[config.mk]
export PLATFORM = sky130hd
export DESIGN_NAME = p_decoder_q
export DESIGN_NICKNAME = d
export VERILOG_FILES = /design/src/rtl/p_decoder_q.sv
export SDC_FILE = /design/constraint.sdc
export NUM_CORES = 1
export LEC_CHECK = 0
export ABC_AREA = 1
export CAP_MARGIN = 25
export CORE_MARGIN = 5
export CORE_UTILIZATION = 30
export CTS_BUF_LIST = sky130_fd_sc_hd__clkbuf_8
export DETAILED_ROUTE_END_ITERATION = 6
export GPL_ROUTABILITY_DRIVEN = 0
export PLACE_DENSITY = 0.56
export SYNTH_ARGS = -nofsm -noshare
export SYNTH_HDL_FRONTEND = slang
export SYNTH_SLANG_ARGS = --single-unit
[constraint.sdc]
create_clock -name clk -period 2.6 [get_ports clk]
set_clock_uncertainty 0.1 [all_clocks]
set_input_delay 0.39 -clock clk [delete_from_list [all_inputs] [get_ports clk]]
set_output_delay 0.39 -clock clk [all_outputs]
set_load 0.03 [all_outputs]
[src/rtl/p_decoder_q.sv]
`default_nettype none
// ============================================================================
// Module      : p_decoder_q
// Description : Four-entry show-ahead queue of 2-bit codes whose head entry is
//               presented decoded to one-hot, with occupancy, drop and tally.
// Revision    : 1.0 - initial release
// ============================================================================
module p_decoder_q #(
    parameter int DEPTH = 4
) (
    input  logic       clk,
    input  logic       rst,
    input  logic       E,
    input  logic [1:0] in_code,
    input  logic       in_valid,
    output logic       in_ready,
    output logic [3:0] out_onehot,
    output logic       out_valid,
    input  logic       out_ready,
    output logic [2:0] level,
    output logic       drop,
    output logic [7:0] tally
);

    localparam int         PTR_W  = $clog2(DEPTH);
    localparam logic [2:0] C_FULL = 3'(DEPTH);

    logic [1:0]       r_mem [DEPTH];
    logic [PTR_W-1:0] r_wr;
    logic [PTR_W-1:0] r_rd;
    logic [2:0]       r_level;
    logic             r_drop;
    logic [7:0]       r_tally;

    logic w_push;
    logic w_pop;

    // Ready depends only on enable and registered occupancy, never on in_valid.
    assign in_ready  = E & (r_level != C_FULL);
    assign out_valid = (r_level != 3'd0);
    assign w_push    = in_valid & in_ready & ~rst;
    assign w_pop     = out_valid & out_ready;

    assign out_onehot = out_valid ? (4'b0001 << r_mem[r_rd]) : 4'b0000;
    assign level      = r_level;
    assign drop       = r_drop;
    assign tally      = r_tally;

    // Storage carries no reset; stale contents are masked by the level count.
    always_ff @(posedge clk) begin
        if (w_push) begin
            r_mem[r_wr] <= in_code;
        end
    end

    always_ff @(posedge clk or posedge rst) begin
        if (rst) begin
            r_wr    <= '0;
            r_rd    <= '0;
            r_level <= 3'd0;
            r_drop  <= 1'b0;
            r_tally <= 8'd0;
        end else begin
            if (w_push) begin
                r_wr    <= r_wr + 1'b1;
                r_tally <= r_tally + 8'd1;
            end
            if (w_pop) begin
                r_rd <= r_rd + 1'b1;
            end
            if (w_push && !w_pop) begin
                r_level <= r_level + 3'd1;
            end else if (w_pop && !w_push) begin
                r_level <= r_level - 3'd1;
            end
            if (in_valid && !in_ready && E) begin
                r_drop <= 1'b1;
            end
        end
    end

endmodule
`default_nettype wire

==> run metrics <==
RSZ-0062 raised after global routing no; critical path capture point type output port; Port Buf Inserts 24; vias per inst ~4.3; die span in y about 76 microns; Synthesized Nets 159; Comb power frac 0.523; diode count 0; final wirelength between 2000 and 2500 microns; Synth top area share 0.308; routed vias around 1000; placed cell area 0.00160 sq mm; Synth Cell Area between 0.001 and 0.0015 sq mm; first-pass GRT wire length between 4000 and 5000 microns; P per Cell Area about 1100 mW/mm^2; CP most frequent cell nand3_1; Max-Slew Margin vs Limit 0.791; I/O pin total 25; max-cap viol count 0; die area 0.00575 sq mm; Filler cells 442; gr usage total 0.0951; hpwl dp approximately 1900 microns; delay of the slowest critical-path stage around 0.67 ns; number of synthesis warnings 0; clock latency on the worst-skew pair about 0.26 ns; Post-Synth XOR/XNOR Area 0.0519; Rows 24; DR iter-0 viols 33; area leader, netlist dfrtp_1; Mean Syn Cell Area 8.97 sq um; slowest CP cell clkdlybuf4s50_1; post-synthesis register bit count 24; Initial Utilization 0.303; Multi-input gate area 539 sq um; chip width approximately 76 microns; Mapped Cells approximately 150; CP startpoint kind flip-flop; vias in the first global route between 900 and 1k; Num CTS Buffers 3; Crit Path Category reg -> out; Slew Viols, Final 0; Synth Area in Compound Gates 0.0500; switch share 0.452; Lkg Pwr between 0.7 and 0.8 nW; root buf cell clkbuf_8; cts repair resizes 0; Netlist cell types 26; hold crit path type reg -> reg; Worst path top cell family by delay buffers and inverters; setup TNS 0 ns; post-route ant nets 0; Critical Path AT around 1.9 ns; CP Cell Sequence inv_1 > nand2_1 > nand3_1 > nand3_1 > nor2_1 > clkdlybuf4s50_1; hold buffer count at cts 0; Final Cycle Share 0.923; multiplexer area fraction after synthesis 0; fin crit period about 2.4 ns; synth-to-layout area growth 26.5%; postcts setup bufs 0; Routed wire per std cell ~11 microns; Placeable Area between 0.004 and 0.005 sq mm; share of cells above drive strength 1 0.0805; CP Buf/Inv Count 2; adder-cell share of the synthesized area 0.0731; Max Clk Rate around 420 MHz; Clock transition at path regs approximately 0.08 ns; largest net degree at the start of global routing 17; # setup viols final 0; Seq/Total Area, Yosys 0.492; top cells by area, synth dfrtp_1, edfxtp_1, nand2_1; drt first pass iters 4; fin area 0.00165 sq mm; CTS Sinks 24; GRT overflow 0; final hold violation count 0; Seq pwr share 0.356; initial antenna violation count 0; Synth Area in Simple Gates 0.239; main combinational cell family by area after synthesis simple AND/OR/NAND/NOR gates; DRC violations left 0; worst slew pin tran around 0.31 ns; Sequential cell area around 640 sq um; clock buffer depth 2; Clk pwr share 0.121; H-tree depth 1; net switching power 0.000809 W; nets ~190; Worst EP required between 2 and 2.5 ns; crit path max fanout 6; status finished clean; Int Pwr around 0.00098 W; CTS tree done; worst vdd ir 0.418 mV
## synthesized netlist by cell type, drive strengths merged
cell,n
nand3,10
inv,27
a21boi,1
nand3b,1
xnor2,1
o21bai,1
a21oi,1
o211ai,1
xor2,5
buf,1
nand4,1
edfxtp,8
ha,6
nor2,15
nand2,43
fa,1
dfrtp,16
o21ai,6
## power by group through the flow
stage	Sequential, W	Clock [W]	Combinational [W]
3_5_place_dp	0.000646	0	0.000948
6_report	0.000638	0.000218	0.000937
4_1_cts	0.000641	0.000223	0.000952
3_3_place_gp	0.000636	0	0.000935
2_1_floorplan	0.000743	0	0.000504
5_1_grt	0.000661	0.000240	0.00105
## cells in the final DEF (no fill, tap or decap)
cell,n
o21bai_1,1
nand2_1,41
inv_1,27
inv_2,1
xnor2_1,1
xor2_2,2
nor2_4,1
nand2_4,1
o211ai_1,1
nand3_1,9
nand3_4,1
nand4_1,1
clkdlybuf4s50_1,24
o21ai_1,1
xor2_1,3
o21ai_2,2
a21boi_0,1
clkbuf_8,3
nand3b_1,1
ha_1,6
fa_1,1
dfrtp_1,16
nand2_2,1
o21ai_0,3
edfxtp_1,8
nor2_1,14
buf_4,2
a21oi_1,1
## area by class of cell
class	count	area share
Inverter	27	0.0616
Clock inverter	1	0.00228
Tap cell	52	0.0395
Sequential cell	24	0.389
Multi-Input combinational cell	93	0.328
Clock buffer	3	0.0251
Timing Repair Buffer	26	0.155
## stage by stage
stage,std cells,hold slack (ns),utilization,power [W],setup WS (ns)
3_3_place_gp,222,0.368,0.373,0.00157,0.242
3_5_place_dp,222,0.375,0.373,0.00159,0.150
4_1_cts,226,0.398,0.383,0.00182,0.161
6_report,226,0.404,0.383,0.00179,0.200
5_1_grt,226,0.420,0.383,0.00195,0.0319
2_1_floorplan,145,0.234,-,0.00125,0.419
## final timing paths
kind                           from            end  slack (ns)  cells past startpoint
min reg2reg                    drop           drop        0.40                      1
min in group asynchronous       rst       tally[3]        0.48                      3
max                         r_rd[0]  out_onehot[3]        0.20                      6
min                            drop           drop        0.40                      1
max reg2reg                level[0]       level[2]        0.53                     10
max in group asynchronous       rst        r_wr[1]        1.73                      3
## metal layers
layer	GRT usage	vias up	routed length, microns
met5	0	-	0
met4	0.0408	0	27
met3	0.0119	2	129
met2	0.170	24	1190
met1	0.113	446	1100
li1	-	502	-
## registers in the layout, indices dropped and copies added (netlist names)
signal	count
level	3
r_rd	2
drop	1
r_mem	8
r_wr	2
tally	8
## cells by family after synthesis
kind of cell	count (synthesis)
AOI/OAI and AO/OA	10
xor gates and xnor gates	6
adders and majority gates	7
buffers and inverters	28
DFF	24
and+or+nand+nor	70
Note: power is estimated with default switching activity, not from simulation.
